==> config.mk <==
export PLATFORM = sky130hd
export DESIGN_NAME = sram_rr_port_arbiter_flat
export DESIGN_NICKNAME = d
export VERILOG_FILES = /design/src/rtl/sram_rr_port_arbiter_if.sv /design/src/rtl/sram_rr_port_arbiter.sv /design/src/flat_wrapper.sv
export SDC_FILE = /design/constraint.sdc
export NUM_CORES = 1
export LEC_CHECK = 0
export BUFFER_PORTS_ARGS = -buffer_cell sky130_fd_sc_hd__buf_2
export CORE_AREA = 4 4 83 85
export CTS_BUF_LIST = sky130_fd_sc_hd__clkbuf_16
export CTS_CLUSTER_SIZE = 8
export DETAILED_ROUTE_END_ITERATION = 7
export DIE_AREA = 0 0 87 89
export PLACE_DENSITY = 0.63
export SYNTH_ARGS = -nofsm -noshare
export SYNTH_HDL_FRONTEND = slang
export SYNTH_SLANG_ARGS = --single-unit
==> constraint.sdc <==
create_clock -name clk -period 2.7 [get_ports clk]
set_input_delay 0.54 -clock clk [delete_from_list [all_inputs] [get_ports clk]]
set_output_delay 0.54 -clock clk [all_outputs]
set_load 0.01 [all_outputs]
==> src/rtl/sram_rr_port_arbiter_if.sv <==
// Bundle of requester-side handshakes and SRAM-wrapper signals for sram_rr_port_arbiter.
// The slave modport is the arbiter's view; the master modport is the requesters-plus-SRAM view.
interface sram_rr_port_arbiter_if #(
    parameter int DATA_WIDTH = 32,
    parameter int ADDR_WIDTH = 8,
    parameter int NUM_REQ    = 2
);
    logic [NUM_REQ-1:0]            wr_valid;
    logic [NUM_REQ-1:0]            wr_ready;
    logic [NUM_REQ*ADDR_WIDTH-1:0] wr_adr;
    logic [NUM_REQ*DATA_WIDTH-1:0] wr_data;
    logic [NUM_REQ-1:0]            rd_valid;
    logic [NUM_REQ-1:0]            rd_ready;
    logic [NUM_REQ*ADDR_WIDTH-1:0] rd_adr;
    logic [NUM_REQ-1:0]            rsp_valid;
    logic [DATA_WIDTH-1:0]         rsp_data;
    logic                          mem_wen;
    logic [ADDR_WIDTH-1:0]         mem_wadr;
    logic [DATA_WIDTH-1:0]         mem_wdata;
    logic                          mem_ren;
    logic [ADDR_WIDTH-1:0]         mem_radr;
    logic [DATA_WIDTH-1:0]         mem_rdata;

    modport slave (
        input  wr_valid, wr_adr, wr_data, rd_valid, rd_adr, mem_rdata,
        output wr_ready, rd_ready, rsp_valid, rsp_data,
               mem_wen, mem_wadr, mem_wdata, mem_ren, mem_radr
    );

    modport master (
        output wr_valid, wr_adr, wr_data, rd_valid, rd_adr, mem_rdata,
        input  wr_ready, rd_ready, rsp_valid, rsp_data,
               mem_wen, mem_wadr, mem_wdata, mem_ren, mem_radr
    );
endinterface

==> src/rtl/sram_rr_port_arbiter.sv <==
// Round-robin sharing of a 1RW1R sync SRAM among NUM_REQ requesters, tagged read responses.
// Define SRAM_ARB_FWD_EN to forward same-cycle write data to a colliding read instead of stalling it.
module sram_rr_port_arbiter #(
    parameter int DATA_WIDTH = 32,
    parameter int ADDR_WIDTH = 8,
    parameter int NUM_REQ    = 2,
    parameter int RD_LATENCY = 1
) (
    input logic                   clk,
    input logic                   reset,
    sram_rr_port_arbiter_if.slave bus
);
    localparam int PW = (NUM_REQ > 1) ? $clog2(NUM_REQ) : 1;

    logic [NUM_REQ-1:0][ADDR_WIDTH-1:0] wr_adr_a, rd_adr_a;
    logic [NUM_REQ-1:0][DATA_WIDTH-1:0] wr_data_a;

    assign wr_adr_a  = bus.wr_adr;
    assign rd_adr_a  = bus.rd_adr;
    assign wr_data_a = bus.wr_data;

    // Returns {found, index} of the first request at or after ptr, wrapping modulo NUM_REQ.
    function automatic logic [PW:0] rr_pick(input logic [NUM_REQ-1:0] req,
                                            input logic [PW-1:0]      ptr);
        logic [PW:0] r;
        int          c;
        r = '0;
        for (int k = NUM_REQ - 1; k >= 0; k--) begin
            c = (int'(ptr) + k) % NUM_REQ;
            if (req[PW'(c)]) r = {1'b1, PW'(c)};
        end
        return r;
    endfunction

    function automatic logic [PW-1:0] ptr_next(input logic [PW-1:0] idx);
        return (idx == PW'(NUM_REQ - 1)) ? '0 : idx + PW'(1);
    endfunction

    logic [PW-1:0] wr_ptr, rd_ptr, wr_idx, rd_idx;
    logic          wr_found, rd_found;
    logic          wr_go, rd_go, hazard;
    logic [NUM_REQ-1:0] wr_gnt, rd_gnt;

    assign {wr_found, wr_idx} = rr_pick(bus.wr_valid, wr_ptr);
    assign {rd_found, rd_idx} = rr_pick(bus.rd_valid, rd_ptr);

    assign wr_go  = wr_found && !reset;
    assign hazard = wr_go && rd_found && (wr_adr_a[wr_idx] == rd_adr_a[rd_idx]);
`ifdef SRAM_ARB_FWD_EN
    assign rd_go  = rd_found && !reset;
`else
    assign rd_go  = rd_found && !reset && !hazard;
`endif

    assign wr_gnt = wr_go ? (NUM_REQ'(1) << wr_idx) : '0;
    assign rd_gnt = rd_go ? (NUM_REQ'(1) << rd_idx) : '0;

    assign bus.wr_ready  = wr_gnt;
    assign bus.rd_ready  = rd_gnt;
    assign bus.mem_wen   = wr_go;
    assign bus.mem_wadr  = wr_adr_a[wr_idx];
    assign bus.mem_wdata = wr_data_a[wr_idx];
    assign bus.mem_ren   = rd_go;
    assign bus.mem_radr  = rd_adr_a[rd_idx];

    always_ff @(posedge clk) begin
        if (reset) begin
            wr_ptr <= '0;
            rd_ptr <= '0;
        end else begin
            if (wr_go) wr_ptr <= ptr_next(wr_idx);
            if (rd_go) rd_ptr <= ptr_next(rd_idx);
        end
    end

    // Response pipe tracks the SRAM read latency; stage RD_LATENCY-1 lines up with mem_rdata.
    logic [RD_LATENCY-1:0]                 vld_pipe;
    logic [RD_LATENCY-1:0][NUM_REQ-1:0]    tag_pipe;

    always_ff @(posedge clk) begin
        if (reset) begin
            vld_pipe <= '0;
            tag_pipe <= '0;
        end else begin
            vld_pipe[0] <= rd_go;
            tag_pipe[0] <= rd_gnt;
            for (int i = 1; i < RD_LATENCY; i++) begin
                vld_pipe[i] <= vld_pipe[i-1];
                tag_pipe[i] <= tag_pipe[i-1];
            end
        end
    end

    assign bus.rsp_valid = (vld_pipe[RD_LATENCY-1] && !reset) ? tag_pipe[RD_LATENCY-1] : '0;

`ifdef SRAM_ARB_FWD_EN
    logic [RD_LATENCY-1:0]                 fwd_pipe;
    logic [RD_LATENCY-1:0][DATA_WIDTH-1:0] fwd_data_pipe;

    always_ff @(posedge clk) begin
        if (reset) begin
            fwd_pipe      <= '0;
            fwd_data_pipe <= '0;
        end else begin
            fwd_pipe[0]      <= hazard;
            fwd_data_pipe[0] <= wr_data_a[wr_idx];
            for (int i = 1; i < RD_LATENCY; i++) begin
                fwd_pipe[i]      <= fwd_pipe[i-1];
                fwd_data_pipe[i] <= fwd_data_pipe[i-1];
            end
        end
    end

    assign bus.rsp_data = !(|bus.rsp_valid)       ? '0 :
                          fwd_pipe[RD_LATENCY-1] ? fwd_data_pipe[RD_LATENCY-1] : bus.mem_rdata;
`else
    assign bus.rsp_data = (|bus.rsp_valid) ? bus.mem_rdata : '0;
`endif
endmodule

==> src/flat_wrapper.sv <==
// flat-port wrapper written by rule: the top's interface ports become plain ports
module sram_rr_port_arbiter_flat 
#(
    parameter int DATA_WIDTH = 32,
    parameter int ADDR_WIDTH = 8,
    parameter int NUM_REQ    = 2,
    parameter int RD_LATENCY = 1
)
  (clk, reset, bus_wr_valid, bus_wr_adr, bus_wr_data, bus_rd_valid, bus_rd_adr, bus_mem_rdata, bus_wr_ready, bus_rd_ready, bus_rsp_valid, bus_rsp_data, bus_mem_wen, bus_mem_wadr, bus_mem_wdata, bus_mem_ren, bus_mem_radr);
  sram_rr_port_arbiter_if #(.DATA_WIDTH(DATA_WIDTH), .ADDR_WIDTH(ADDR_WIDTH), .NUM_REQ(NUM_REQ)) bus_i ();
  input logic clk;
  input logic reset;
  input wire logic [$bits(bus_i.wr_valid)-1:0] bus_wr_valid;
  input wire logic [$bits(bus_i.wr_adr)-1:0] bus_wr_adr;
  input wire logic [$bits(bus_i.wr_data)-1:0] bus_wr_data;
  input wire logic [$bits(bus_i.rd_valid)-1:0] bus_rd_valid;
  input wire logic [$bits(bus_i.rd_adr)-1:0] bus_rd_adr;
  input wire logic [$bits(bus_i.mem_rdata)-1:0] bus_mem_rdata;
  output wire logic [$bits(bus_i.wr_ready)-1:0] bus_wr_ready;
  output wire logic [$bits(bus_i.rd_ready)-1:0] bus_rd_ready;
  output wire logic [$bits(bus_i.rsp_valid)-1:0] bus_rsp_valid;
  output wire logic [$bits(bus_i.rsp_data)-1:0] bus_rsp_data;
  output wire logic [$bits(bus_i.mem_wen)-1:0] bus_mem_wen;
  output wire logic [$bits(bus_i.mem_wadr)-1:0] bus_mem_wadr;
  output wire logic [$bits(bus_i.mem_wdata)-1:0] bus_mem_wdata;
  output wire logic [$bits(bus_i.mem_ren)-1:0] bus_mem_ren;
  output wire logic [$bits(bus_i.mem_radr)-1:0] bus_mem_radr;
  assign bus_i.wr_valid = bus_wr_valid;
  assign bus_i.wr_adr = bus_wr_adr;
  assign bus_i.wr_data = bus_wr_data;
  assign bus_i.rd_valid = bus_rd_valid;
  assign bus_i.rd_adr = bus_rd_adr;
  assign bus_i.mem_rdata = bus_mem_rdata;
  assign bus_wr_ready = bus_i.wr_ready;
  assign bus_rd_ready = bus_i.rd_ready;
  assign bus_rsp_valid = bus_i.rsp_valid;
  assign bus_rsp_data = bus_i.rsp_data;
  assign bus_mem_wen = bus_i.mem_wen;
  assign bus_mem_wadr = bus_i.mem_wadr;
  assign bus_mem_wdata = bus_i.mem_wdata;
  assign bus_mem_ren = bus_i.mem_ren;
  assign bus_mem_radr = bus_i.mem_radr;
  sram_rr_port_arbiter #(.DATA_WIDTH(DATA_WIDTH), .ADDR_WIDTH(ADDR_WIDTH), .NUM_REQ(NUM_REQ), .RD_LATENCY(RD_LATENCY)) u_core (.clk(clk), .reset(reset), .bus(bus_i));
endmodule
==> qor.yml <==
whs_ns: 0.590
drive_above_1_share_pct: 75.9
ys_types: 35
avgRoutedWirePerCell_um: 14.1
grt_pass1_wl_um: 8910
power_leakage_nw: 1.62
hold_path_class: "in2reg"
synth_area_mm2: 0.00138
cp_max_fo: 10
cts-buffers-inserted: 3
yosys_register_bits: 5
syn_to_final_growth_pct: 99.2
fin_area_mm2: 0.00274
finalCritPeriodShare_pct: 100
clock_latency_ns: 0.22
post-route-drc-count: 0
postRouteWirelength_um: 6570
die_w_um: 87
setup_viol: 1
yosys_warnings: 0
fmax_mhz: 370
antenna_found_initial: 0
drtIter0Drc: 21
critPathKind: "reg2out"
clock_sinks: 5
cp.required_ns: 2.16
status: "finished, violations left"
fin_util_pct: 44.2
crit_path_end_kind: "output pin"
ir_drop_mv: 0.135
pre_cts_ws_ns: -0.0783
syn-num-nets: 302
nFillCells: 665
clock_skew_ns: 0.00155
drv_cap: 0
violations: "negative setup slack"
io_buffers: 219
crit_arrival_ns: 2.16
dieArea_mm2: 0.00774
place_area_mm2: 0.00256
nets: 525
grt_pass1_vias: 1978
dp_cells: 460
cts_buffer_depth: 2
worstSetupStartpointType: "register"
htree_levels: 1
rsz0062_at_grt: "yes"
postSynthAreaPerCell_um2: 8.20
ant_nets: 0
dr.pass1.iters: 4
power.density_mw_per_mm2: 269
start_util_pct: 22.2
instances_no_fill: 467
grt_max_degree: 33
cts-hold-fix-buffers: 0
die_height_um: 89
tightest_slew_ns: 0.373
grtUsageTotal_pct: 14.5
hold_viol: 0
pin_count: 222
clock-root-buffer: "clkbuf_16"
path_clk_slew_ns: 0.03
vias: 2081
gp_congestion: 0.741
core-area_mm2: 0.00620
synth_cells: 168
antennaDiodeCount: 0
relSlewSlack_pct: 75.1
vias_per_cell: 4.46
setup_ws_ns: -0.00492
dp_hpwl_um: 5860
seq_area_frac_synth_pct: 7.27
final_max_slew_viol_count: 0
post-route-min-period_ns: 2.70
tritoncts: "built"
rows: 29
overflow: 0
==> synthesized netlist by cell type <==
| cell type | number | area share (%) |
|---|---|---|
| dfxtp_1 | 5 | 7.3 |
| and3_4 | 2 | 1.6 |
| buf_6 | 3 | 2.5 |
| nor2_1 | 3 | 0.82 |
| a211oi_1 | 1 | 0.55 |
| nor3_1 | 1 | 0.36 |
| and3_1 | 10 | 4.5 |
| a21boi_1 | 3 | 1.6 |
| a21boi_2 | 2 | 1.6 |
| o211ai_1 | 3 | 1.6 |
| or2_2 | 8 | 3.6 |
| mux2_2 | 35 | 29 |
| inv_1 | 2 | 0.55 |
| and2_1 | 34 | 15 |
| or2_1 | 1 | 0.45 |
| o211ai_2 | 2 | 1.8 |
| or3_1 | 2 | 0.91 |
| a21bo_2 | 3 | 2.2 |
| a211o_1 | 5 | 3.2 |
| a21oi_1 | 1 | 0.36 |
| nand4_1 | 3 | 1.4 |
| xnor2_1 | 1 | 0.64 |
| a21bo_1 | 3 | 2.2 |
| o2111ai_1 | 1 | 0.64 |
| or4_4 | 1 | 0.82 |
| nor2b_1 | 1 | 0.45 |
| a21boi_0 | 2 | 1.1 |
| o21ai_0 | 2 | 0.73 |
| buf_8 | 2 | 2.2 |
| clkbuf_1 | 6 | 1.6 |
| nand3_1 | 6 | 2.2 |
| and3b_1 | 2 | 1.3 |
| mux2i_1 | 3 | 2.2 |
| nand2_1 | 7 | 1.9 |
| buf_4 | 2 | 1.1 |
==> critical path, cell delays in order, from the launching register on <==
cell and delay, ns:
dfxtp_2 0.33, buf_12 0.13, mux2i_4 0.26, and3_4 0.21, o2111ai_2 0.11, or4_4 0.58
and3_4 0.21, buf_6 0.11
==> per-stage QoR <==
stage / power (mW) / TNS (ns)
after floorplan: 0.296 / 0
after global placement: 0.478 / -0.0808
after detailed placement: 0.483 / -0.159
after CTS: 0.729 / 0
after global routing: 0.788 / -0.167
final: 0.739 / -0.00492
==> layout make-up <==
class,instances,area (µm²),area share (%)
clock inverters,1,3.75,0.137
flip-flops and latches,5,101,3.69
repair buffers,231,1240,45.4
inverters,2,7.51,0.274
multi-input cells,148,1210,44.3
well taps,77,96.3,3.51
clock buffers,3,75.1,2.74
==> placed cells by master (no fill, tap or decap), types with 4 or more instances in the layout <==
| master | instances |
|---|---|
| and2_1 | 34 |
| dfxtp_1 | 4 |
| mux2_2 | 35 |
| and3_1 | 6 |
| nand2_1 | 7 |
| or2_2 | 8 |
| buf_4 | 10 |
| buf_2 | 215 |
| and3_4 | 6 |
| a211o_1 | 5 |
| nand3_1 | 6 |
==> state kept, by name, summed over array words and instances, names as in the netlist <==
signal	flops
u_core.tag_pipe	2
u_core.rd_ptr	1
u_core.vld_pipe	1
u_core.wr_ptr	1
==> kinds of logic (layout without fill, tap and decap cells) <==
group	after synthesis	count (layout)	synth area share, %
xor gates and xnor gates	1	1	0.636
muxes	38	38	30.8
DFF	5	5	7.27
and+or+nand+nor	81	81	35.8
buffers and inverters	15	237	7.90
AOI/OAI and AO/OA	28	28	17.6
==> path summary, 6_finish.rpt <==
path              cells past startpoint  slack [ns]                       endpoint                        from
hold reg to reg                       2        0.65  u_core.tag_pipe[1]$_SDFF_PP0_  u_core.rd_ptr$_SDFFE_PP0P_
setup / recovery                      7      -0.005                bus_rd_ready[1]  u_core.wr_ptr$_SDFFE_PP0N_
setup reg to reg                      7        0.57     u_core.rd_ptr$_SDFFE_PP0P_  u_core.wr_ptr$_SDFFE_PP0N_
hold / removal                        2        0.59     u_core.wr_ptr$_SDFFE_PP0N_                       reset
==> metal layers <==
layer  vias to the layer above  wire length, µm  track usage [%]
li1                       1051                -                -
met1                       890             2050             12.7
met2                       134             3590             31.3
met3                         6              854             4.42
met4                         0               75             2.83
met5                         -                0                0
==> power by group <==
| group | total [mW] | switching, mW | internal, mW |
|---|---|---|---|
| Clock | 0.235 | 0.0436 | 0.191 |
| Combinational | 0.421 | 0.183 | 0.238 |
| Sequential | 0.0828 | 0.00278 | 0.0800 |
==> timing repair <==
action | 4_1_cts | 5_1_grt
setup buffers | 0 | 3
pin swaps | 1 | 5
endpoints found under the setup margin | 3 | 3
resized for setup | 6 | 11
Note: power is estimated with default switching activity, not from simulation.
